`src/rtl/eth_rx_ring_dma.sv`:
```
// Ethernet RX DMA writer that fills a ring of software-posted buffers: payload at base+8, length at base+0.
// Optional per-cause drop counters are built when ETH_RX_DROP_STATS_EN is defined.
module eth_rx_ring_dma #(
    parameter int axis_data_width_p = 64,
    parameter int num_bufs_p        = 4,
    parameter int addr_width_p      = 40,
    parameter int len_width_p       = 16,
    parameter int max_frame_bytes_p = 2048,
    parameter int max_credits_p     = 256
) (
    input  logic                               clk_i,
    input  logic                               reset_i,
    input  logic                               cmd_v_i,
    input  logic [1:0]                         cmd_i,
    input  logic [addr_width_p-1:0]            cmd_arg_i,
    input  logic [axis_data_width_p-1:0]       rx_axis_tdata_i,
    input  logic [axis_data_width_p/8-1:0]     rx_axis_tkeep_i,
    input  logic                               rx_axis_tvalid_i,
    output logic                               rx_axis_tready_o,
    input  logic                               rx_axis_tlast_i,
    input  logic                               rx_axis_tuser_i,
    output logic                               mem_cmd_v_o,
    output logic [addr_width_p-1:0]            mem_cmd_addr_o,
    output logic [axis_data_width_p-1:0]       mem_cmd_data_o,
    output logic [2:0]                         mem_cmd_size_o,
    input  logic                               mem_cmd_yumi_i,
    input  logic                               mem_resp_v_i,
    output logic [$clog2(num_bufs_p+1)-1:0]    filled_cnt_o,
    output logic [$clog2(num_bufs_p+1)-1:0]    posted_cnt_o,
    output logic                               busy_o
`ifdef ETH_RX_DROP_STATS_EN
    ,
    output logic [15:0]                        drop_nobuf_o,
    output logic [15:0]                        drop_bad_o,
    output logic [15:0]                        drop_long_o
`endif
);

    localparam int KW  = axis_data_width_p / 8;
    localparam int PW  = (num_bufs_p > 1) ? $clog2(num_bufs_p) : 1;
    localparam int CW  = $clog2(num_bufs_p + 1);
    localparam int CRW = $clog2(max_credits_p + 1);
    localparam logic [2:0] BEAT_SIZE = 3'($clog2(KW));

    typedef enum logic [2:0] {S_IDLE, S_PAYLOAD, S_DROP, S_LEN, S_SYNC} state_e;

    state_e                  state_q, state_d;
    logic [addr_width_p-1:0] base_q [num_bufs_p];
    logic [PW-1:0]           post_ptr_q, post_ptr_d, fill_ptr_q, fill_ptr_d, ack_ptr_q, ack_ptr_d;
    logic [CW-1:0]           posted_q, posted_d, filled_q, filled_d;
    logic [len_width_p-1:0]  count_q, count_d;
    logic [addr_width_p-1:0] offset_q, offset_d;
    logic [CRW-1:0]          credits_q, credits_d;

    logic                    post_ok, ack_ok, fill_done, wr_sent, credit_full, oversize;
    logic [CW:0]             occupancy;
    logic [len_width_p:0]    next_count;

    function automatic logic [len_width_p-1:0] popcount(input logic [KW-1:0] k);
        logic [len_width_p-1:0] n;
        n = '0;
        for (int i = 0; i < KW; i++) n = n + len_width_p'(k[i]);
        return n;
    endfunction

    function automatic logic [PW-1:0] ptr_inc(input logic [PW-1:0] p);
        return (p == PW'(num_bufs_p - 1)) ? '0 : p + PW'(1);
    endfunction

    // Ring bookkeeping: POST and ACK share one command port; a fill completion may coincide with either.
    assign occupancy  = {1'b0, posted_q} + {1'b0, filled_q};
    assign post_ok    = cmd_v_i && (cmd_i == 2'b01) && (occupancy < (CW+1)'(num_bufs_p));
    assign ack_ok     = cmd_v_i && (cmd_i == 2'b10) && (filled_q != '0);
    assign post_ptr_d = post_ok   ? ptr_inc(post_ptr_q) : post_ptr_q;
    assign fill_ptr_d = fill_done ? ptr_inc(fill_ptr_q) : fill_ptr_q;
    assign ack_ptr_d  = ack_ok    ? ptr_inc(ack_ptr_q)  : ack_ptr_q;
    assign posted_d   = posted_q + CW'(post_ok) - CW'(fill_done);
    assign filled_d   = filled_q + CW'(fill_done) - CW'(ack_ok);

    assign credit_full = (credits_q == CRW'(max_credits_p));
    assign next_count  = {1'b0, count_q} + {1'b0, popcount(rx_axis_tkeep_i)};
    assign oversize    = next_count > (len_width_p+1)'(max_frame_bytes_p);

    always_comb begin
        credits_d = credits_q;
        if (wr_sent && !(mem_resp_v_i && credits_q != '0)) credits_d = credits_q + CRW'(1);
        else if (!wr_sent && mem_resp_v_i && credits_q != '0) credits_d = credits_q - CRW'(1);
    end

    // A write transfers when mem_cmd_v_o && mem_cmd_yumi_i; a beat transfers when
    // rx_axis_tvalid_i && rx_axis_tready_o. Payload beats are accepted exactly when their write is.
    always_comb begin
        state_d          = state_q;
        count_d          = count_q;
        offset_d         = offset_q;
        mem_cmd_v_o      = 1'b0;
        mem_cmd_addr_o   = '0;
        mem_cmd_data_o   = '0;
        mem_cmd_size_o   = '0;
        rx_axis_tready_o = 1'b0;
        wr_sent          = 1'b0;
        fill_done        = 1'b0;
        case (state_q)
            S_IDLE: begin
                if (rx_axis_tvalid_i) begin
                    count_d  = '0;
                    offset_d = base_q[fill_ptr_q] + addr_width_p'(8);
                    state_d  = (posted_q != '0) ? S_PAYLOAD : S_DROP;
                end
            end
            S_PAYLOAD: begin
                if (rx_axis_tvalid_i) begin
                    mem_cmd_v_o    = !credit_full;
                    mem_cmd_addr_o = offset_q;
                    mem_cmd_size_o = BEAT_SIZE;
                    mem_cmd_data_o = rx_axis_tdata_i;
                    if (rx_axis_tlast_i && rx_axis_tuser_i) begin
                        // Bad frame: swallow the last beat, leave the buffer posted for reuse.
                        rx_axis_tready_o = 1'b1;
                        state_d          = S_IDLE;
                    end else if (oversize) begin
                        mem_cmd_v_o = 1'b0;
                        state_d     = S_DROP;
                    end else begin
                        rx_axis_tready_o = mem_cmd_yumi_i && !credit_full;
                        if (rx_axis_tready_o) begin
                            wr_sent  = 1'b1;
                            count_d  = next_count[len_width_p-1:0];
                            offset_d = offset_q + addr_width_p'(KW);
                            if (rx_axis_tlast_i) state_d = S_LEN;
                        end
                    end
                end
            end
            S_DROP: begin
                rx_axis_tready_o = 1'b1;
                if (rx_axis_tvalid_i && rx_axis_tlast_i) state_d = S_IDLE;
            end
            S_LEN: begin
                mem_cmd_v_o    = !credit_full;
                mem_cmd_addr_o = base_q[fill_ptr_q];
                mem_cmd_size_o = 3'd3;
                mem_cmd_data_o = axis_data_width_p'(count_q);
                if (mem_cmd_v_o && mem_cmd_yumi_i) begin
                    wr_sent = 1'b1;
                    state_d = S_SYNC;
                end
            end
            S_SYNC: begin
                // The buffer is handed to software only after every write has been acknowledged.
                if (credits_q == '0) begin
                    fill_done = 1'b1;
                    state_d   = S_IDLE;
                end
            end
            default: state_d = S_IDLE;
        endcase
    end

    always_ff @(posedge clk_i) begin
        if (reset_i) begin
            state_q    <= S_IDLE;
            post_ptr_q <= '0;
            fill_ptr_q <= '0;
            ack_ptr_q  <= '0;
            posted_q   <= '0;
            filled_q   <= '0;
            count_q    <= '0;
            offset_q   <= '0;
            credits_q  <= '0;
        end else begin
            state_q    <= state_d;
            post_ptr_q <= post_ptr_d;
            fill_ptr_q <= fill_ptr_d;
            ack_ptr_q  <= ack_ptr_d;
            posted_q   <= posted_d;
            filled_q   <= filled_d;
            count_q    <= count_d;
            offset_q   <= offset_d;
            credits_q  <= credits_d;
        end
    end

    always_ff @(posedge clk_i) begin
        if (post_ok) base_q[post_ptr_q] <= cmd_arg_i;
    end

    assign filled_cnt_o = filled_q;
    assign posted_cnt_o = posted_q;
    assign busy_o       = (state_q != S_IDLE);

`ifdef ETH_RX_DROP_STATS_EN
    logic [15:0] drop_nobuf_q, drop_bad_q, drop_long_q;
    logic        ev_nobuf, ev_bad, ev_long;

    assign ev_nobuf = (state_q == S_IDLE) && rx_axis_tvalid_i && (posted_q == '0);
    assign ev_bad   = (state_q == S_PAYLOAD) && rx_axis_tvalid_i && rx_axis_tlast_i && rx_axis_tuser_i;
    assign ev_long  = (state_q == S_PAYLOAD) && rx_axis_tvalid_i && oversize
                      && !(rx_axis_tlast_i && rx_axis_tuser_i);

    always_ff @(posedge clk_i) begin
        if (reset_i) begin
            drop_nobuf_q <= '0;
            drop_bad_q   <= '0;
            drop_long_q  <= '0;
        end else begin
            if (ev_nobuf && drop_nobuf_q != 16'hFFFF) drop_nobuf_q <= drop_nobuf_q + 16'd1;
            if (ev_bad   && drop_bad_q   != 16'hFFFF) drop_bad_q   <= drop_bad_q + 16'd1;
            if (ev_long  && drop_long_q  != 16'hFFFF) drop_long_q  <= drop_long_q + 16'd1;
        end
    end

    assign drop_nobuf_o = drop_nobuf_q;
    assign drop_bad_o   = drop_bad_q;
    assign drop_long_o  = drop_long_q;
`endif

endmodule

```
`config.mk`:
```
export PLATFORM = sky130hd
export DESIGN_NAME = eth_rx_ring_dma
export DESIGN_NICKNAME = d
export VERILOG_FILES = /design/src/rtl/eth_rx_ring_dma.sv
export SDC_FILE = /design/constraint.sdc
export NUM_CORES = 1
export LEC_CHECK = 0
export ABC_AREA = 1
export BUFFER_PORTS_ARGS = -buffer_cell sky130_fd_sc_hd__buf_2
export CORE_MARGIN = 2
export CORE_UTILIZATION = 53
export DETAILED_ROUTE_END_ITERATION = 10
export PLACE_DENSITY = 0.84
export SLEW_MARGIN = 20
export SYNTH_ARGS = -nofsm -noshare
export SYNTH_HDL_FRONTEND = slang
export SYNTH_SLANG_ARGS = --single-unit
```
`constraint.sdc`:
```
create_clock -name clk_i -period 16.5 [get_ports clk_i]
set_clock_uncertainty 0.2 [all_clocks]
set_input_delay 3.3 -clock clk_i [delete_from_list [all_inputs] [get_ports clk_i]]
set_output_delay 3.3 -clock clk_i [all_outputs]
set_load 0.01 [all_outputs]
```
### After elaboration in Yosys (flattened, before gate mapping)

Memories as Yosys holds them, arrays and structs flattened. A register that Yosys moved wholly into a read port is not among the register bits.
Cells that the tools add are included.

* bits in registers: 78
* memories: 1
* word-level logic and storage cells: 125
* RAM bits: 160
* bits of input ports: 122

* add/sub/neg operators: 19
* eq/ne operators: 19
* reductions and logical operators: 24
* mux-type cells: 52
* order comparisons: 2

Memories
* base_q: words 4, width 40, rd ports 1, clocked after memory_dff 1, wr ports 1, RTL line 48 `logic [addr_width_p-1:0] base_q [num_bufs_p];`

Operator list (count)
* 40-bit 2-to-1 mux: 6
* 40-bit case mux with 2 select lines: 2
* 64-bit case mux with 2 select lines: 1
* 40-bit by 4-bit adder with 40-bit output (second input constant): 2
* 16-bit 2-to-1 mux: 5
* 64-bit 2-to-1 mux: 1
* 16-bit case mux with 2 select lines: 1
* 3-bit 2-to-1 mux: 9
* 9-bit 2-to-1 mux: 2
* 16-bit by 8-bit adder with 17-bit output: 1
* 17-bit by 12-bit greater-than comparator with 1-bit output (second input constant): 1
* 2-bit inequality test (second input constant): 8
* 3-bit case mux with 5 select lines: 1
* 1-bit 2-to-1 mux: 14
* 2-bit 2-to-1 mux: 6
* 1-bit logical AND: 11
* 9-bit by 1-bit adder with 9-bit output (second input constant): 1
* 9-bit == test (second input constant): 1
* 9-bit logical NOT: 1
* 3-bit nonzero test: 3
* 9-bit nonzero test: 1
* 9-bit by 1-bit subtractor with 9-bit output (second input constant): 1
* 7-bit by 1-bit adder with 8-bit output: 1
* 4-bit inequality test (second input constant): 2
* 23 further kinds: 34

### Depth between registers and ports, before layout

Gate-level depths: netlist of run 1.

* word-level depth: 18
* mapped depth: 35
* depth with buffers taken out: 34

### Worst setup path before layout of run 1

No wires, ideal clock.

* path kind: input to output
* start point: in rx_axis_tkeep_i[0]
* end point: out mem_cmd_v_o
* setup slack: 6268 ps
* stages: 17
* data arrival time: 6732 ps
* cells stage by stage: fa_1 inv_1 fa_1 fa_1 fa_1 fa_1 inv_1 nand3_1 nand2_1 nand3_1 nand2_1 nand2_1 nor2_1 nand2_1 nor2_2 nand2_2 a221oi_1

* word-level cells in the longest chain between the ends: 13

Ends and longest elaborated chain
* start, declared: RTL line 17 `input logic [axis_data_width_p/8-1:0] rx_axis_tkeep_i,`
* 1-bit by 1-bit adder with 2-bit output: RTL line 62 `for (int i = 0; i < KW; i++) n = n + len_width_p'(k[i]);`
* 2-bit by 1-bit adder with 3-bit output: RTL line 62
* 3-bit by 1-bit adder with 4-bit output: RTL line 62
* 4-bit by 1-bit adder with 5-bit output: RTL line 62
* 5-bit by 1-bit adder with 6-bit output: RTL line 62
* 6-bit by 1-bit adder with 7-bit output: RTL line 62
* 7-bit by 1-bit adder with 8-bit output: RTL line 62
* 16-bit by 8-bit adder with 17-bit output: RTL line 81 `assign next_count = {1'b0, count_q} + {1'b0, popcount(rx_axis_tkeep_i)};`
* 17-bit by 12-bit greater-than comparator with 1-bit output: RTL line 82 `assign oversize = next_count > (len_width_p+1)'(max_frame_bytes_p);`
* 1-bit 2-to-1 mux: RTL line 121 `end else if (oversize) begin`
* 1-bit 2-to-1 mux: RTL line 117 `if (rx_axis_tlast_i && rx_axis_tuser_i) begin`
* 1-bit 2-to-1 mux: RTL line 112 `if (rx_axis_tvalid_i) begin`
* 1-bit case mux with 2 select lines: RTL line 103 `case (state_q)`
* end, declared: RTL line 22 `output logic mem_cmd_v_o,`

Every way passes these cells.

### Final worst setup path of run 1

Same ends and word-level chain as after synthesis.

==> flow_summary_export.csv, run 1 <==
group,metric,value,unit
status,outcome,"completed",
synth,synth_area,12900,um2
cells_and_area,nFillCells,2065,
placed_design,dp_hpwl,24200,um
cells_and_area,synthToLayoutAreaGrowth,16.5,%
drt,via_per_inst,5.47,
clock_tree,h-tree-depth,1,
critical_path,cpPeakStageDelay,540,ps
global_route,grt_pass1_vias,10900,
floorplanning,die-area,25600,um2
cells_and_area,multi_input_area,5700,um2
critical_path,critPathArrivalTime,7300,ps
cells_and_area,layout_common_cells,"450 x nand2_1, 236 x buf_2, 171 x nor2_1",
clock_tree,clk-insertion-delay-late,550,ps
clock_tree,clkTransAtPathRegs,60,ps
critical_path,crit_fanout,4,
critical_path,critPathLaunchType,"input pin",
global_route,grt_max_degree,82,
critical_path,worstPathRequired,13000,ps
timing,max_freq,0.0926,GHz
synth,synth_xor_xnor_area_share,2.98,%
cells_and_area,final_util,62.4,%
pwr,vdd_drop_max,87.8,uV
synth,synth_top_family_by_area,"simple AND/OR/NAND/NOR gates",
clock_tree,ctsLongestPathBuffers,3,
cells_and_area,ff_latch_area,6410,um2
drt,finalWirelength,35200,um
floorplanning,io_pins,238,
global_route,antenna_found_initial,0,
drt,drc,0,
synth,muxShareOfSynthArea,0,%
drt,wl_per_cell,17.0,um
synth,synth-compound-area-share,10.5,%
drt,vias,11300,
cells_and_area,finalInstanceArea,15100,um2
timing,rsz0062_at_grt,"false",
critical_path,cpMaxStageDelayCell,"fa_1",
critical_path,critPathCaptureType,"primary output",
synth,yosysUniqueCellTypes,47,
synth,synth_seq_area_share,49.6,%
timing,hold_viol,0,
worst_hold_path,min_path_type,"reg -> reg",
flow_run,cap_violations,0,
placed_design,port_buffers,236,
floorplanning,start_util,53.6,%
global_route,grt_use_total,27.0,%
floorplanning,die_y,160,um
critical_path,cpMostUsedCell,"fa_1",
floorplanning,coreArea,24100,um2
synth,synthAdderAreaFrac,3.66,%
floorplanning,rows,57,
critical_path,crit_chain,"buf_2, fa_1, inv_1, fa_1, fa_1, fa_1, fa_1, inv_1, nand3_1, nand2_1, nand3_1, nand2_1, nand2_1, nor2_1, nand2_1, nor2_2, nand2_2, a221oi_1, buf_2",
timing,setup_viol,0,
timing,worst_pin_slew,1100,ps
synth,syn-instance-count,1529,
clock_tree,cts.sinks,240,
clock_tree,cts-buffers-inserted,26,
critical_path,critPathKind,"in -> out",
timing,slew_headroom,26.4,%
timing,slew_violations,0,
cells_and_area,layout_commonest_cell,"nand2_1",
drt,drtIter0Drc,803,
synth,synth-warning-count,0,
clock_tree,root_buffer,"clkbuf_16",
clock_tree,postCtsSetupRepairBufs,0,
clock_tree,holdBufCountCts,0,
synth,synth_simple_gate_area_share,26.7,%
clock_tree,cts_resized,0,
global_route,overflow,0,
cells_and_area,drive_above_1_share,21.7,%
synth,syn_area_per_cell,8.45,um2
pwr,p_leak,6.39,nW
synth,ys_seq_elements,240,
placed_design,dpl_cell_area,14100,um2
timing,fin_crit,10800,ps
floorplanning,die-width,160,um
timing,fin_crit_sh,65.4,%
drt,drt-pass1-iter-count,5,
global_route,grt_pass1_wl,55500,um
placed_design,routabilityCongestion,0.934,
cells_and_area,num_antenna_cells,0,
pwr,power_density,104,nW/um2
drt,ant_nets,0,
cells_and_area,nets,1881,
timing,tns,0,ps
clock_tree,cts_tree,"yes",
synth,syn_nets,1684,
[logic make-up after synthesis]
family,Yosys count
flip-flops,240
AND/OR/NAND/NOR,823
other,1
XOR/XNOR,44
buffers and inverters,174
adder cells (fa/ha/maj),33
AO/OA/AOI/OAI,214
[final timing paths]
kind,slack (ps),to,from,depth (start not counted)
hold reg to reg,270,offset_q[15]$_SDFFE_PP0P_,offset_q[15]$_SDFFE_PP0P_,2
hold / removal,270,offset_q[15]$_SDFFE_PP0P_,offset_q[15]$_SDFFE_PP0P_,2
setup / recovery,5700,mem_cmd_v_o,rx_axis_tkeep_i[0],19
setup reg to reg,10590,credits_q[7]$_SDFFE_PP0P_,count_q[0]$_SDFFE_PP0P_,28
[Yosys cell counts, drive strengths merged]
library cell  number  share of area [%]
ha                25                2.4
o211a              3               0.23
a21oi             51                2.0
nand3            124                4.9
xor2              19                1.3
nor4               1              0.048
nand2            467                 14
a221oi             1              0.068
o22ai             36                1.7
a32o               4               0.31
nor3b              1              0.058
a21o               1              0.058
edfxtp           160                 37
o211ai             1              0.058
nor3              19               0.89
conb               1              0.029
a22oi              1              0.058
nand4             20               0.97
inv               92                2.7
xnor2             25                1.7
a31oi              2              0.097
a21boi             1              0.058
a22o               3               0.20
o21ai            101                4.8
a211oi             9               0.83
dfxtp             80                 12
nor2             191                5.9
fa                 8                1.2
clkbuf            31               0.90
clkinv             1              0.029
buf               50                2.9
[power by group]
| part | switching [W] | internal [W] | leakage (nW) |
|---|---|---|---|
| Clock | 0.000235 | 0.000353 | 0.435 |
| Sequential | 0.0000210 | 0.000677 | 2.10 |
| Combinational | 0.000180 | 0.0000971 | 3.85 |
| Total | 0.000436 | 0.00113 | 6.39 |
[final cells by class]
cell class | count | share of cell area (%)
inverters | 93 | 2.36
multi-input cells | 1115 | 37.9
repair buffers | 250 | 8.55
clock inverters | 9 | 0.648
flip-flops and latches | 240 | 42.6
well taps | 324 | 2.69
clock buffers | 39 | 5.33
[critical path: cells and delay by family]
kind	cells	cell delay [ps]
fa+ha+maj	5	2330
compound gates	1	290
simple gates	9	890
buf+inv	4	500
[stage by stage]
step	hold slack (ps)	total power, W	setup slack (ps)	instances
after CTS	276	0.00157	5660	2070
after global routing	293	0.00163	5370	2070
final	275	0.00156	5700	2070
after global placement	255	0.000972	5720	2022
after detailed placement	266	0.000984	5670	2022
after floorplan	244	0.000910	6270	1529
[metal layers]
layer / share of wire, % / global-route usage [%] / vias up
li1: - / - / 5517
met1: 39 / 32.3 / 5300
met2: 50 / 48.2 / 414
met3: 6.2 / 3.95 / 87
met4: 4.5 / 12.1 / 0
met5: 0 / 0 / -
[flip-flops by register name, indices dropped and copies added (netlist names), named ones only]
signal	cells
base_q	160
offset_q	40
count_q	16
credits_q	9
filled_cnt_o	3
posted_cnt_o	3
state_q	3
fill_ptr_q	2
post_ptr_q	2
Power figures use the tool's default switching activity.
==> run 2, diff against run 1 <==
ABC_AREA = 0   (was 1)
clock period = 10.9 ns   (was 16.5 ns; I/O delays follow)
==> flow_summary_export.csv, run 2 <==
group,metric,value,unit
global_route,grt_pass1_wl,50800,um
drt,routed-wl-met3,2480,um
drt,wl_met1,13000,um
synth,synth_area,12700,um2
flow_run,cap_violations,0,
timing,tns,0,ps
critical_path,critPathCaptureType,"flop",
drt,dr_wl_met2,15200,um
critical_path,critPathLaunchType,"input pin",
timing,hold_viol,0,
critical_path,worstPathRequired,11160,ps
floorplanning,die_y,159,um
timing,slew_headroom,24.8,%
worst_hold_path,min_path_type,"reg -> reg",
floorplanning,coreArea,23500,um2
synth,synth_seq_area_share,50.4,%
placed_design,port_buffers,236,
global_route,overflow,0,
pwr,vdd_drop_max,135,uV
critical_path,critPathArrivalTime,9230,ps
drt,routed.top_layer,"met4",
timing,worst_pin_slew,1110,ps
placed_design,routabilityCongestion,0.841,
cells_and_area,layout_commonest_cell,"buf_2",
critical_path,critPathKind,"in -> reg",
clock_tree,cts_resized,0,
floorplanning,start_util,54.0,%
cells_and_area,nets,1493,
critical_path,crit_path_start,"rx_axis_tkeep_i[0]",
drt,finalWirelength,31700,um
pwr,combPwrFrac,17.3,%
synth,synth_area_leaders,"edfxtp_1 38%, dfxtp_1 13%, mux4_2 6.0%",
global_route,grt_max_degree,100,
pwr,switching_share,27.4,%
synth,synth_edf_count,160,
cells_and_area,synthToLayoutAreaGrowth,16.1,%
clock_tree,postCtsSetupRepairBufs,0,
timing,setup_ws,1940,ps
synth,synth.top_cells.by_count,"160 x edfxtp_1, 127 x nand2_1, 84 x a21oi_1, 80 x dfxtp_1, 64 x and3_1",
cells_and_area,layoutNonFillerInstCount,1677,
critical_path,crit_path_end,"credits_q[8]$_SDFFE_PP0P_",
clock_tree,clk-insertion-delay-late,530,ps
synth,synthMostInstantiatedCell,"edfxtp_1",
timing,max_freq,0.112,GHz
drt,via_per_inst,6.02,
cells_and_area,largest-register,"base_q",
synth,async_flop_share,0,%
pwr,power_frac_clock,37.1,%
drt,vias,10100,
status,outcome,"completed",
global_route,grt_use_total,24.5,%
pwr,p_sw,0.000629,W
clock_tree,holdBufCountCts,0,
critical_path,reg2reg_from,"count_q[0]$_SDFFE_PP0P_",
clock_tree,cts-buffers-inserted,25,
placed_design,dpl_worst_slack,1510,ps
critical_path,r2r_end,"credits_q[8]$_SDFFE_PP0P_",
synth,synth-warning-count,0,
drt,drt-pass1-iter-count,5,
cells_and_area,largest_reg_flops,160,
timing,whs,259,ps
floorplanning,die-area,25200,um2
critical_path,crit_fanout,13,
cells_and_area,drive_above_1_share,25.6,%
timing,fin_crit_sh,82.2,%
timing,setup_viol,0,
floorplanning,io_pins,238,
timing,slew_violations,0,
pwr,p_leak,6.01,nW
critical_path,reg2reg_depth,23,
pwr,power_frac_seq,45.7,%
pwr,p_int,0.00167,W
timing,rsz0062_at_grt,"false",
synth,syn_nets,1302,
drt,drtIter0Drc,867,
synth,syn_area_per_cell,11.1,um2
clock_tree,ctsLongestPathBuffers,3,
placed_design,dp_cells,1630,
pwr,power,0.00230,W
cells_and_area,largest_registers,"base_q x160, offset_q x40, count_q x16",
synth,ys_seq_elements,240,
cells_and_area,layout_common_cells,"236 x buf_2, 160 x edfxtp_1, 127 x nand2_1",
synth,synth_top_area_share,37.8,%
floorplanning,die-width,159,um
placed_design,dp_hpwl,20400,um
synth,ys.flop_type,"edfxtp_1",
critical_path,r2r_slack,3800,ps
clock_tree,cts.sinks,240,
clock_tree,root_buffer,"clkbuf_16",
clock_tree,clkTransAtPathRegs,60,ps
floorplanning,rows,56,
clock_tree,h-tree-depth,1,
global_route,grt_pass1_vias,9692,
drt,drc,0,
pwr,power_density,156,nW/um2
synth,yosysUniqueCellTypes,83,
timing,fin_crit,8960,ps
drt,wl_per_cell,18.9,um
synth,yosysTopAreaCell,"edfxtp_1",
synth,syn-instance-count,1147,
global_route,antenna_found_initial,1,
clock_tree,cts_tree,"yes",
drt,ant_nets,0,
## run 2: changes by cell type after synthesis, moves of 17 or more
cell,previous run,this run
nand2_1,450,127
nor2_1,176,58
nand3_1,122,33
and3_1,0,64
a22o_1,3,54
inv_1,86,35
o22ai_1,36,0
mux4_2,0,34
a21oi_1,51,84
o21ai_2,28,0
clkbuf_1,31,49
nor3_1,15,33
nand2_2,17,0
## run 2: layer usage
layer / global-route usage, % / vias up
met4: 9.13 / 0
met3: 4.15 / 71
met5: 0 / -
li1: - / 4714
met2: 41.2 / 496
met1: 32.2 / 4813
## run 2: power groups by stage
| stage | Clock [W] | Sequential, W | Combinational, W |
|---|---|---|---|
| 2_1_floorplan | 0 | 0.00105 | 0.000293 |
| 3_3_place_gp | 0 | 0.00106 | 0.000373 |
| 3_5_place_dp | 0 | 0.00107 | 0.000388 |
| 4_1_cts | 0.000863 | 0.00105 | 0.000390 |
| 5_1_grt | 0.000902 | 0.00105 | 0.000438 |
| 6_report | 0.000851 | 0.00105 | 0.000396 |
## run 2: area by class of cell
| cell class | count | area (um2) |
|---|---|---|
| fill | 1844 | 8790 |
| sequential | 240 | 6410 |
| multi-input combinational | 791 | 5750 |
| timing repair buffer | 245 | 1250 |
| clock buffer | 32 | 652 |
| tap | 319 | 399 |
| clock inverter | 14 | 163 |
| inverter | 35 | 131 |
| antenna | 1 | 2.50 |
## run 2: how the worst min path moves through the flow
stage	end	startpoint	slack (ps)	depth (start not counted)
after floorplan	offset_q[0]$_SDFFE_PP0P_	offset_q[0]$_SDFFE_PP0P_	240	2
after global placement	offset_q[1]$_SDFFE_PP0P_	offset_q[1]$_SDFFE_PP0P_	250	2
after detailed placement	offset_q[1]$_SDFFE_PP0P_	offset_q[1]$_SDFFE_PP0P_	250	2
after CTS	offset_q[1]$_SDFFE_PP0P_	offset_q[1]$_SDFFE_PP0P_	260	2
after global routing	offset_q[2]$_SDFFE_PP0P_	offset_q[2]$_SDFFE_PP0P_	290	2
final	offset_q[2]$_SDFFE_PP0P_	offset_q[2]$_SDFFE_PP0P_	260	2
## run 2: cells by family after synthesis
family / after synthesis / synth area share [%]
AOI/OAI and AO/OA: 264 / 13.9
muxes: 58 / 8.85
DFF: 240 / 50.4
other: 1 / 0.0295
and+or+nand+nor: 406 / 16.5
adders and majority gates: 33 / 3.72
xor gates and xnor gates: 29 / 2.00
buffers and inverters: 116 / 4.56
## run 2: metrics by stage
stage               utilization, %  area (um2)
floorplan                        -       12700
global route                  62.7       14800
finish                        62.7       14800
global placement              59.2       13900
detailed placement            59.2       13900
CTS                           62.6       14700
## run 2: worst max-delay path, cell delays in order
cell and delay, ps:
buf_2 110, fa_1 530, inv_1 50, fa_1 500, fa_1 430, fa_1 420, fa_1 420, nor2b_1 180
o31a_1 270, nand3_1 140, mux2i_1 160, o41a_1 440, or3_1 620, nand2_1 250, nand2_1 230, ha_1 380
nor2b_1 140, o21ai_0 220, a21oi_1 120, o21ai_0 240, a21oi_1 140, o21a_1 200, or3_1 300, mux4_2 460
nor2_1 90
==> run 3, diff against run 2 <==
clock period = 9.05 ns   (was 10.9 ns; I/O delays follow)
==> flow_summary_export.csv, run 3 (synthesized netlist as in run 2, its figures left out) <==
group,metric,value,unit
pwr,vdd_drop_max,161,uV
worst_hold_path,min_to,"offset_q[1]$_SDFFE_PP0P_",
status,outcome,"completed",
global_route,overflow,0,
drt,vias,10100,
drt,via_per_inst,5.99,
worst_hold_path,min_path_type,"reg -> reg",
clock_tree,cts-buffers-inserted,25,
pwr,switching_share,27.4,%
cells_and_area,drive_above_1_share,25.7,%
cells_and_area,largest_registers,"base_q x160, offset_q x40, count_q x16",
floorplanning,rows,56,
pwr,combPwrFrac,17.4,%
critical_path,reg2reg_depth,23,
timing,rsz0062_at_grt,"false",
pwr,power,0.00276,W
worst_hold_path,hold_depth,2,
cells_and_area,nets,1495,
critical_path,critPathArrivalTime,8470,ps
timing,setup_viol,0,
timing,slew_violations,0,
drt,drtIter0Drc,819,
cells_and_area,largest-register,"base_q",
pwr,power_frac_seq,45.7,%
clock_tree,cts_resized,0,
placed_design,dpl_cell_area,13900,um2
cells_and_area,synthToLayoutAreaGrowth,16.1,%
pwr,p_int,0.00200,W
cells_and_area,largest_reg_flops,160,
cells_and_area,final_util,62.7,%
clock_tree,postCtsSetupRepairBufs,0,
clock_tree,ctsLongestPathBuffers,3,
critical_path,critPathKind,"in -> reg",
pwr,power_density,187,nW/um2
drt,drc,0,
timing,hold_viol,0,
placed_design,port_buffers,236,
critical_path,crit_path_start,"rx_axis_tkeep_i[0]",
pwr,p_sw,0.000756,W
pwr,power_frac_clock,36.9,%
floorplanning,die-area,25200,um2
critical_path,r2r_slack,2350,ps
floorplanning,start_util,54.0,%
flow_run,cap_violations,0,
timing,slew_headroom,27.4,%
drt,finalWirelength,32000,um
global_route,grt_pass1_wl,50800,um
timing,tns,0,ps
cells_and_area,ff_latch_area,6410,um2
timing,worst_pin_slew,1090,ps
cells_and_area,finalInstanceArea,14800,um2
floorplanning,die-width,159,um
global_route,grt_max_degree,77,
critical_path,crit_fanout,8,
floorplanning,io_pins,238,
critical_path,critPathLaunchType,"input pin",
pwr,p_leak,6.01,nW
cells_and_area,nFillCells,1848,
clock_tree,clkTransAtPathRegs,60,ps
global_route,grt_use_total,24.5,%
cells_and_area,layout_common_cells,"236 x buf_2, 160 x edfxtp_1, 127 x nand2_1",
timing,fin_crit_sh,90.7,%
global_route,grt_pass1_vias,9808,
cells_and_area,num_antenna_cells,0,
drt,drt-pass1-iter-count,5,
critical_path,r2r_end,"credits_q[8]$_SDFFE_PP0P_",
worst_hold_path,min-delay-start,"offset_q[1]$_SDFFE_PP0P_",
clock_tree,cts_tree,"yes",
timing,max_freq,0.122,GHz
placed_design,routabilityCongestion,0.893,
floorplanning,die_y,159,um
cells_and_area,multi_input_area,5750,um2
placed_design,dp_hpwl,20800,um
clock_tree,cts.sinks,240,
critical_path,critPathCaptureType,"flop",
cells_and_area,layout_commonest_cell,"buf_2",
clock_tree,h-tree-depth,1,
critical_path,reg2reg_from,"count_q[0]$_SDFFE_PP0P_",
timing,fin_crit,8210,ps
clock_tree,holdBufCountCts,0,
timing,whs,261,ps
floorplanning,coreArea,23500,um2
clock_tree,clk-insertion-delay-late,530,ps
clock_tree,root_buffer,"clkbuf_16",
critical_path,worstPathRequired,9310,ps
drt,wl_per_cell,19.1,um
drt,ant_nets,0,
global_route,antenna_found_initial,0,
[run 3: final cells by class]
type	instances	share of cell area, %
repair buffers	247	8.56
flip-flops and latches	240	43.4
multi-input cells	791	39.0
inverters	35	0.890
clock buffers	31	4.39
clock inverters	14	1.03
well taps	319	2.70
[run 3: how the worst max path moves through the flow]
stage,cells after the start,end,slack (ps)
2_1_floorplan,24,credits_q[8]$_SDFFE_PP0P_,980
3_3_place_gp,25,credits_q[8]$_SDFFE_PP0P_,550
3_5_place_dp,25,credits_q[8]$_SDFFE_PP0P_,380
4_1_cts,17,mem_cmd_v_o,870
5_1_grt,25,credits_q[8]$_SDFFE_PP0P_,570
6_report,25,credits_q[8]$_SDFFE_PP0P_,840
[run 3: through the flow]
stage | cells | setup slack, ps
2_1_floorplan | 1147 | 982
3_3_place_gp | 1632 | 550
6_report | 1677 | 841
3_5_place_dp | 1632 | 375
5_1_grt | 1677 | 567
4_1_cts | 1677 | 871
[run 3: critical path, stage by stage]
cell,delay [ps]
buf_2,110
fa_1,530
inv_1,50
fa_1,500
fa_1,430
fa_1,420
fa_1,420
nor2b_1,190
o31a_1,260
nand3_1,140
mux2i_1,160
o41a_1,450
or3_1,340
nand2_1,120
nand2_1,230
ha_1,400
nor2b_1,140
o21ai_0,230
a21oi_1,130
o21ai_0,250
a21oi_1,150
o21a_1,190
or3_1,290
mux4_2,450
nor2_1,90
[run 3: metal layers]
layer	global-route usage [%]	vias to the layer above	wire, um
met5	0	-	0
met1	32.4	4805	13200
met4	9.34	0	1110
li1	-	4710	-
met2	40.9	455	15200
met3	4.08	83	2470
[run 3: power groups by stage]
| stage | clock network (W) | logic (W) | registers [W] |
|---|---|---|---|
| global placement | 0 | 0.000452 | 0.00128 |
| CTS | 0.00103 | 0.000473 | 0.00126 |
| detailed placement | 0 | 0.000469 | 0.00128 |
| floorplan | 0 | 0.000353 | 0.00127 |
| finish | 0.00102 | 0.000479 | 0.00126 |
| global route | 0.00107 | 0.000534 | 0.00127 |
